[config.mk]
export PLATFORM = sky130hd
export DESIGN_NAME = rf_write_scheduler_flat
export DESIGN_NICKNAME = d
export VERILOG_FILES = /design/src/rtl/rf_write_scheduler_pkg.sv /design/src/rtl/rf_write_scheduler_if.sv /design/src/rtl/rf_write_scheduler_rr_arbiter2.sv /design/src/rtl/rf_write_scheduler.sv /design/src/flat_wrapper.sv
export SDC_FILE = /design/constraint.sdc
export NUM_CORES = 1
export LEC_CHECK = 0
export ABC_CLOCK_PERIOD_IN_PS = 2700
export CORE_MARGIN = 4
export CORE_UTILIZATION = 43
export CTS_CLUSTER_DIAMETER = 40
export DETAILED_ROUTE_END_ITERATION = 7
export GPL_ROUTABILITY_DRIVEN = 0
export GPL_TIMING_DRIVEN = 0
export PLACE_DENSITY_LB_ADDON = 0.08
export SETUP_SLACK_MARGIN = 0.15
export SLEW_MARGIN = 15
export SYNTH_ARGS = -nofsm -noshare
export SYNTH_HDL_FRONTEND = slang
export SYNTH_SLANG_ARGS = --single-unit
[constraint.sdc]
create_clock -name clk -period 2.7 [get_ports clk]
set_clock_uncertainty 0.05 [all_clocks]
set_input_delay 0.405 -clock clk [delete_from_list [all_inputs] [get_ports clk]]
set_output_delay 0.405 -clock clk [all_outputs]
set_load 0.1 [all_outputs]
[src/rtl/rf_write_scheduler_pkg.sv]
// Shared widths, register-file constants and FSM encoding for the
// register-file write scheduler.
package rf_write_scheduler_pkg;

  localparam int DATA_W = 32;
  localparam int ADDR_W = 5;
  localparam int NREG   = 32;

  localparam logic [ADDR_W-1:0] REG_ZERO  = '0;
  localparam logic [ADDR_W-1:0] CLR_FIRST = ADDR_W'(1);
  localparam logic [ADDR_W-1:0] CLR_LAST  = ADDR_W'(NREG - 1);

  typedef enum logic {
    CLEAR = 1'b0,
    RUN   = 1'b1
  } state_e;

endpackage

[src/rtl/rf_write_scheduler_if.sv]
// Requester handshakes, init control and register-file write bus of the
// write scheduler; master is the requester side, slave is the scheduler.
interface rf_write_scheduler_if;
  import rf_write_scheduler_pkg::*;

  logic              init_start;
  logic              init_busy;

  logic              req0_valid;
  logic [ADDR_W-1:0] req0_addr;
  logic [DATA_W-1:0] req0_data;
  logic              req0_ready;

  logic              req1_valid;
  logic [ADDR_W-1:0] req1_addr;
  logic [DATA_W-1:0] req1_data;
  logic              req1_ready;

  logic              rf_we;
  logic [ADDR_W-1:0] rf_waddr;
  logic [DATA_W-1:0] rf_wdata;

  modport master (
    output init_start,
    output req0_valid, req0_addr, req0_data,
    output req1_valid, req1_addr, req1_data,
    input  init_busy, req0_ready, req1_ready,
    input  rf_we, rf_waddr, rf_wdata
  );

  modport slave (
    input  init_start,
    input  req0_valid, req0_addr, req0_data,
    input  req1_valid, req1_addr, req1_data,
    output init_busy, req0_ready, req1_ready,
    output rf_we, rf_waddr, rf_wdata
  );

endinterface

[src/rtl/rf_write_scheduler_rr_arbiter2.sv]
// Two-way round-robin arbiter; rr_last holds the index of the most recent
// grant, and req0 wins a tie when rr_last is 1.
module rf_rr_arbiter2 (
  input  logic clk,
  input  logic rst_n,
  input  logic valid0,
  input  logic valid1,
  input  logic enable,
  output logic gnt0,
  output logic gnt1
);

  logic rr_last_q;
  logic rr_last_d;

  always_ff @(posedge clk or negedge rst_n) begin
    if (!rst_n) begin
      rr_last_q <= 1'b1;
    end else begin
      rr_last_q <= rr_last_d;
    end
  end

  // Uncontended grants also move rr_last so fairness tracks actual usage.
  always_comb begin
    gnt0      = enable && valid0 && (!valid1 || rr_last_q);
    gnt1      = enable && valid1 && (!valid0 || !rr_last_q);
    rr_last_d = rr_last_q;
    if (gnt0) begin
      rr_last_d = 1'b0;
    end else if (gnt1) begin
      rr_last_d = 1'b1;
    end
  end

endmodule

[src/rtl/rf_write_scheduler.sv]
// Owns the register-file write port: clears r1..r31 after reset or on
// request, then shares the port between two requesters round-robin.
module rf_write_scheduler
  import rf_write_scheduler_pkg::*;
(
  input  logic                 clk,
  input  logic                 rst_n,
  rf_write_scheduler_if.slave  bus
);

  state_e            state_q, state_d;
  logic [ADDR_W-1:0] clr_ptr_q, clr_ptr_d;
  logic              rf_we_q, rf_we_d;
  logic [ADDR_W-1:0] rf_waddr_q, rf_waddr_d;
  logic [DATA_W-1:0] rf_wdata_q, rf_wdata_d;

  logic arb_en;
  logic gnt0;
  logic gnt1;

  assign arb_en = (state_q == RUN) && !bus.init_start;

  rf_rr_arbiter2 u_arb (
    .clk    (clk),
    .rst_n  (rst_n),
    .valid0 (bus.req0_valid),
    .valid1 (bus.req1_valid),
    .enable (arb_en),
    .gnt0   (gnt0),
    .gnt1   (gnt1)
  );

  always_ff @(posedge clk or negedge rst_n) begin
    if (!rst_n) begin
      state_q    <= CLEAR;
      clr_ptr_q  <= CLR_FIRST;
      rf_we_q    <= 1'b0;
      rf_waddr_q <= '0;
      rf_wdata_q <= '0;
    end else begin
      state_q    <= state_d;
      clr_ptr_q  <= clr_ptr_d;
      rf_we_q    <= rf_we_d;
      rf_waddr_q <= rf_waddr_d;
      rf_wdata_q <= rf_wdata_d;
    end
  end

  // Writes to r0 are consumed but never reach the register file.
  always_comb begin
    state_d    = state_q;
    clr_ptr_d  = clr_ptr_q;
    rf_we_d    = 1'b0;
    rf_waddr_d = rf_waddr_q;
    rf_wdata_d = rf_wdata_q;
    unique case (state_q)
      CLEAR: begin
        rf_we_d    = 1'b1;
        rf_waddr_d = clr_ptr_q;
        rf_wdata_d = '0;
        if (clr_ptr_q == CLR_LAST) begin
          state_d   = RUN;
          clr_ptr_d = CLR_FIRST;
        end else begin
          clr_ptr_d = clr_ptr_q + ADDR_W'(1);
        end
      end
      RUN: begin
        if (bus.init_start) begin
          state_d   = CLEAR;
          clr_ptr_d = CLR_FIRST;
        end else if (gnt0) begin
          rf_we_d    = (bus.req0_addr != REG_ZERO);
          rf_waddr_d = bus.req0_addr;
          rf_wdata_d = bus.req0_data;
        end else if (gnt1) begin
          rf_we_d    = (bus.req1_addr != REG_ZERO);
          rf_waddr_d = bus.req1_addr;
          rf_wdata_d = bus.req1_data;
        end
      end
    endcase
  end

  always_comb begin
    bus.init_busy  = (state_q == CLEAR);
    bus.req0_ready = gnt0;
    bus.req1_ready = gnt1;
    bus.rf_we      = rf_we_q;
    bus.rf_waddr   = rf_waddr_q;
    bus.rf_wdata   = rf_wdata_q;
  end

endmodule

[src/flat_wrapper.sv]
// flat-port wrapper written by rule: the top's interface ports become plain ports
module rf_write_scheduler_flat import rf_write_scheduler_pkg::*;
  (clk, rst_n, bus_init_start, bus_req0_valid, bus_req0_addr, bus_req0_data, bus_req1_valid, bus_req1_addr, bus_req1_data, bus_init_busy, bus_req0_ready, bus_req1_ready, bus_rf_we, bus_rf_waddr, bus_rf_wdata);
  rf_write_scheduler_if bus_i ();
  input  logic clk;
  input  logic rst_n;
  input wire logic [$bits(bus_i.init_start)-1:0] bus_init_start;
  input wire logic [$bits(bus_i.req0_valid)-1:0] bus_req0_valid;
  input wire logic [$bits(bus_i.req0_addr)-1:0] bus_req0_addr;
  input wire logic [$bits(bus_i.req0_data)-1:0] bus_req0_data;
  input wire logic [$bits(bus_i.req1_valid)-1:0] bus_req1_valid;
  input wire logic [$bits(bus_i.req1_addr)-1:0] bus_req1_addr;
  input wire logic [$bits(bus_i.req1_data)-1:0] bus_req1_data;
  output wire logic [$bits(bus_i.init_busy)-1:0] bus_init_busy;
  output wire logic [$bits(bus_i.req0_ready)-1:0] bus_req0_ready;
  output wire logic [$bits(bus_i.req1_ready)-1:0] bus_req1_ready;
  output wire logic [$bits(bus_i.rf_we)-1:0] bus_rf_we;
  output wire logic [$bits(bus_i.rf_waddr)-1:0] bus_rf_waddr;
  output wire logic [$bits(bus_i.rf_wdata)-1:0] bus_rf_wdata;
  assign bus_i.init_start = bus_init_start;
  assign bus_i.req0_valid = bus_req0_valid;
  assign bus_i.req0_addr = bus_req0_addr;
  assign bus_i.req0_data = bus_req0_data;
  assign bus_i.req1_valid = bus_req1_valid;
  assign bus_i.req1_addr = bus_req1_addr;
  assign bus_i.req1_data = bus_req1_data;
  assign bus_init_busy = bus_i.init_busy;
  assign bus_req0_ready = bus_i.req0_ready;
  assign bus_req1_ready = bus_i.req1_ready;
  assign bus_rf_we = bus_i.rf_we;
  assign bus_rf_waddr = bus_i.rf_waddr;
  assign bus_rf_wdata = bus_i.rf_wdata;
  rf_write_scheduler u_core (.clk(clk), .rst_n(rst_n), .bus(bus_i));
endmodule
After elaboration in Yosys (flattened, before gate mapping) --
Index checks and enable logic that the tools add are counted.
Word-level totals: flip-flop bits (word level) 45, input bits 79, output and inout port bits 41, logic and storage cells 47
Cells by class: $add $sub $neg 1, eq/ne operators 4, muxes and demuxes 20, bitwise gates (word level) 1, reduce and logical (&&, ||, !) cells 15
Operator list (count):
- $mux 32 | 3
- $pmux 32 s2 | 1
- $mux 5 | 5
- $pmux 5 s2 | 2
- $reduce_bool 5->1 | 2
- $mux 1 | 7
- $add 5x1->5 const B | 1
- $eq 5x5->1 const B | 1
- $logic_and 1x1->1 | 5
- $logic_not 1->1 | 4
- $ne 2x2->1 const B | 2
- $pmux 1 s2 | 2
- $ne 3x3->1 const B | 1
- $logic_or 1x1->1 | 2
- $reduce_and 2->1 | 1
- $reduce_bool 2->1 | 1
- $not 1->1 | 1

Depth between registers and ports, before layout --
depth after elaboration 8, mapped depth 7

Modules after synthesis --
From an unflattened synthesis, not the netlist that was laid out.
Unflattened totals: cells, all modules 208, area total of the unflattened synthesis 2418.6 um^2
By module, submodules not included:
- rf_write_scheduler | times used 1, cells an instance 200, area each 2356.0 um^2, sequential area each 1102.3 um^2
- rf_rr_arbiter2 | times used 1, cells an instance 8, area each 62.6 um^2, sequential area each 26.3 um^2

Least setup slack after synthesis --
Ideal clock, no wire load.
path kind register to output, start point register u_core.state_q, end point output port bus_req1_ready, arrival time 2.878 ns, data required time 2.245 ns, setup slack -0.633 ns, cell stages (with the launch flop) 4, buffers on the path 1, cell sequence dfrtp_1 -> buf_2 -> inv_2 -> nor3_1
Between the ends: longest elaborated chain between the ends 3
Ends and longest elaborated chain:
- start: declaration | line rf_write_scheduler.sv:11 | state_e state_q, state_d;
- start signal: assignment | line rf_write_scheduler.sv:41 | state_q <= state_d;
- $logic_and 1x1->1 | line rf_write_scheduler.sv:21 | assign arb_en = (state_q == RUN) && !bus.init_start;
- $logic_and 1x1->1 (2 in series) | line rf_write_scheduler_rr_arbiter2.sv:27 | gnt1 = enable && valid1 && (!valid0 || !rr_last_q);
- end: declaration | line flat_wrapper.sv:16 | output wire logic [$bits(bus_i.req1_ready)-1:0] bus_req1_ready;
No other way between the ends.

Worst setup path after layout --
start point input port bus_req1_valid, end point output port bus_req0_ready
Between the ends: longest elaborated chain between the ends 3
Ends and longest elaborated chain:
- start: declaration | line flat_wrapper.sv:11 | input wire logic [$bits(bus_i.req1_valid)-1:0] bus_req1_valid;
- $logic_not 1->1 | line rf_write_scheduler_rr_arbiter2.sv:26 | gnt0 = enable && valid0 && (!valid1 || rr_last_q);
- $logic_or 1x1->1 | line rf_write_scheduler_rr_arbiter2.sv:26
- $logic_and 1x1->1 | line rf_write_scheduler_rr_arbiter2.sv:26
- end: declaration | line flat_wrapper.sv:15 | output wire logic [$bits(bus_i.req0_ready)-1:0] bus_req0_ready;
No other way between the ends.

==> impl_metrics.toml <==
[routing]
vias = 2005
drt_iter0_drc = 66
drc_errors = 0
wl_um = 6180
ant_nets = 0
via_per_inst = 4.90
wire_per_inst_um = 15.1
drt_first_pass_iters = 4

[final_layout]
layout-drive-gt1-share = 0.165
multi_input_area_sq_um = 1060
fillers = 418
syn_to_final_growth_pct = 58.9
diodes = 0
fin_nets = 420
final_cell_area_sq_um = 3730
regArea_sq_um = 1130

[job]
drv_cap = 0

[synth]
ys_top_cells_by_area = "dfrtp_1, mux2i_1, nand2_1"
yosys-top-cells-count = "dfrtp_1, mux2i_1, nand2_1, o21ai_1, nand2_2"
ys_warn_count = 0
syn-cell-area_sq_um = 2350
syn_inst = 212
yosysTopAreaCellShare = 0.458
synth_ff_type = "dfrtp_1"
yosys.cell_count.top_type = "dfrtp_1"
synth_fp_nets = 293
seq_area_frac_synth = 0.481
avgSynthCellArea_sq_um = 11.1
synthArstFlopShare = 1.00
synth_edf_count = 0
synth_largest_area_cell = "dfrtp_1"
ys_ff_latch = 45
yosysUniqueCellTypes = 37

[setup_path]
critPathBufInv = 3
cpPeakStageDelay_ps = 530
cp_max_fo = 10
crit_start = "bus_req1_valid"
crit_type = "input port to output pin"
worstSetupStartpointType = "input port"
reg2reg_from = "u_core.u_arb.rr_last_q$_DFFE_PN1P_"
crit_slowest_cell = "clkdlybuf4s50_1"
crit_family = "buffers and inverters"
worstPathArrival_ps = 1920
worstPathCellList = "clkdlybuf4s50_1, nand2b_4, nand3b_4, buf_12, nor2_2, buf_2"
end_kind = "output pin"
cp.required_ps = 2250

[clocking]
worstSkewPairLatency_ps = 290
cts_root_buf = "clkbuf_8"
post_cts_buffers = 0
cts.clk_slew.worst_paths_ps = 80
cts_sinks = 45
tritoncts = "yes"
cts_buffers = 5
cts_max_level = 2
cts_max_path_buffers = 2

[global_route]
grt_max_degree = 34
overflow = 0
antenna_found_initial = 0
grt_usage = 0.196
grt_pass1_wl_um = 10000
grt_pass1_vias = 2065

[min_path]
hp-class = "input port to flop"
min_from = "bus_init_start"

[power_and_ir_drop]
ir_drop_mv = 1.13
power.density_nw_per_um2 = 1030
power_leakage_nw = 1.72

[floorplan]
fp.coreArea_sq_um = 5200
die_area_sq_um = 6710
floorplan.initialDensity = 0.451
fp.dieW_um = 81.9
rows = 26
ios = 120
die_h_um = 81.9

[timing]
grt_setup_unrepaired = "no"
final_max_slew_viol_count = 0
whs_ps = 278
final-setup-viol-count = 0
max-slew-margin-rel = 0.329
finalHoldViolCount = 0
fmax_mhz = 422
period_share = 0.879
worst_pin_slew_ps = 1000
fin_crit_ps = 2370

[run_status]
status = "completed"

[placement]
io_buffers = 118
place_area_sq_um = 3640
place_hpwl_um = 4960
==> state kept, by name, indices dropped and copies added (netlist names) <==
signal	flops
u_core.bus.rf_wdata	32
u_core.bus.rf_waddr	5
u_core.clr_ptr_q	5
u_core.bus.rf_we	1
u_core.state_q	1
u_core.u_arb.rr_last_q	1
==> worst register-to-register path: cells and delay by family, from the launching register on <==
family / cells / cell delay (ps)
muxes: 1 / 200
buffers and inverters: 2 / 330
and+or+nand+nor: 2 / 250
AOI/OAI and AO/OA: 1 / 90
DFF: 1 / 570
==> repair_timing <==
| item | 4_1_cts | 5_1_grt |
|---|---|---|
| resized for setup | 7 | 2 |
| setup endpoints to repair | 3 | 1 |
| gates cloned | 0 | 0 |
| hold buffers | 1 | 0 |
| hold endpoints to repair | 12 | 0 |
==> worst paths after layout <==
path / endpoint / slack (ps) / cells past startpoint
worst max register to register: u_core.bus.rf_wdata[12]$_DFFE_PN0P_ / 1110 / 6
worst max-delay path: bus_req0_ready / 330 / 6
min in group asynchronous: u_core.bus.rf_wdata[14]$_DFFE_PN0P_ / 500 / 2
worst min-delay path: u_core.clr_ptr_q[1]$_DFFE_PN0P_ / 280 / 2
max in group asynchronous: u_core.u_arb.rr_last_q$_DFFE_PN1P_ / 1550 / 3
worst min register to register: u_core.bus.rf_wdata[0]$_DFFE_PN0P_ / 430 / 2
==> metal layers <==
layer | vias up | track usage | part of all wire
met2 | 78 | 0.338 | 0.48
met5 | - | 0 | 0
met1 | 926 | 0.243 | 0.42
met3 | 5 | 0.0603 | 0.097
met4 | 0 | 0.0399 | 0.0079
li1 | 996 | - | -
==> cells in the final DEF, fill, tap and decap left out, types with 2 or more instances in the layout <==
cell type / n
buf_6: 8
dfstp_2: 2
ha_1: 2
nand2_2: 11
clkbuf_8: 6
clkbuf_1: 2
o2bb2ai_1: 2
o21ai_1: 22
nor2_1: 5
o21ai_2: 10
buf_2: 3
clkdlybuf4s50_1: 114
nand2_1: 30
o22ai_1: 5
a31oi_1: 2
dfrtp_1: 43
buf_12: 3
a21oi_1: 7
mux2i_1: 36
o21ai_0: 2
==> stage by stage <==
step	power (mW)	util	cells	setup slack, ps	setup TNS (ps)
6_report	3.86	0.717	409	328	0
2_1_floorplan	2.82	-	212	216	0
3_5_place_dp	3.46	0.699	401	-392	-566
3_3_place_gp	3.42	0.696	400	-369	-3400
4_1_cts	3.88	0.718	409	189	0
5_1_grt	4.04	0.717	409	256	0
==> kinds of logic after synthesis <==
group	share of synthesized area
buffers and inverters	0.0719
adder cells (fa/ha/maj)	0.0107
flip-flops	0.481
AND/OR/NAND/NOR	0.132
multiplexers	0.153
XOR/XNOR	0.00746
AO/OA/AOI/OAI	0.144
==> power breakdown <==
part	switching (mW)	internal, mW	leakage (nW)
clock	0.219	0.203	0.0443
sequential	0.145	0.891	0.593
combinational	1.70	0.694	1.09
total	2.07	1.79	1.72
==> layout make-up <==
class	count	share of cell area
Multi-Input combinational cell	151	0.284
Timing Repair Buffer	120	0.322
Inverter	2	0.00201
Tap cell	70	0.0235
Buffer	14	0.0433
Clock buffer	7	0.0231
Sequential cell	45	0.302
No activity file was read; power rests on OpenSTA's default activity.
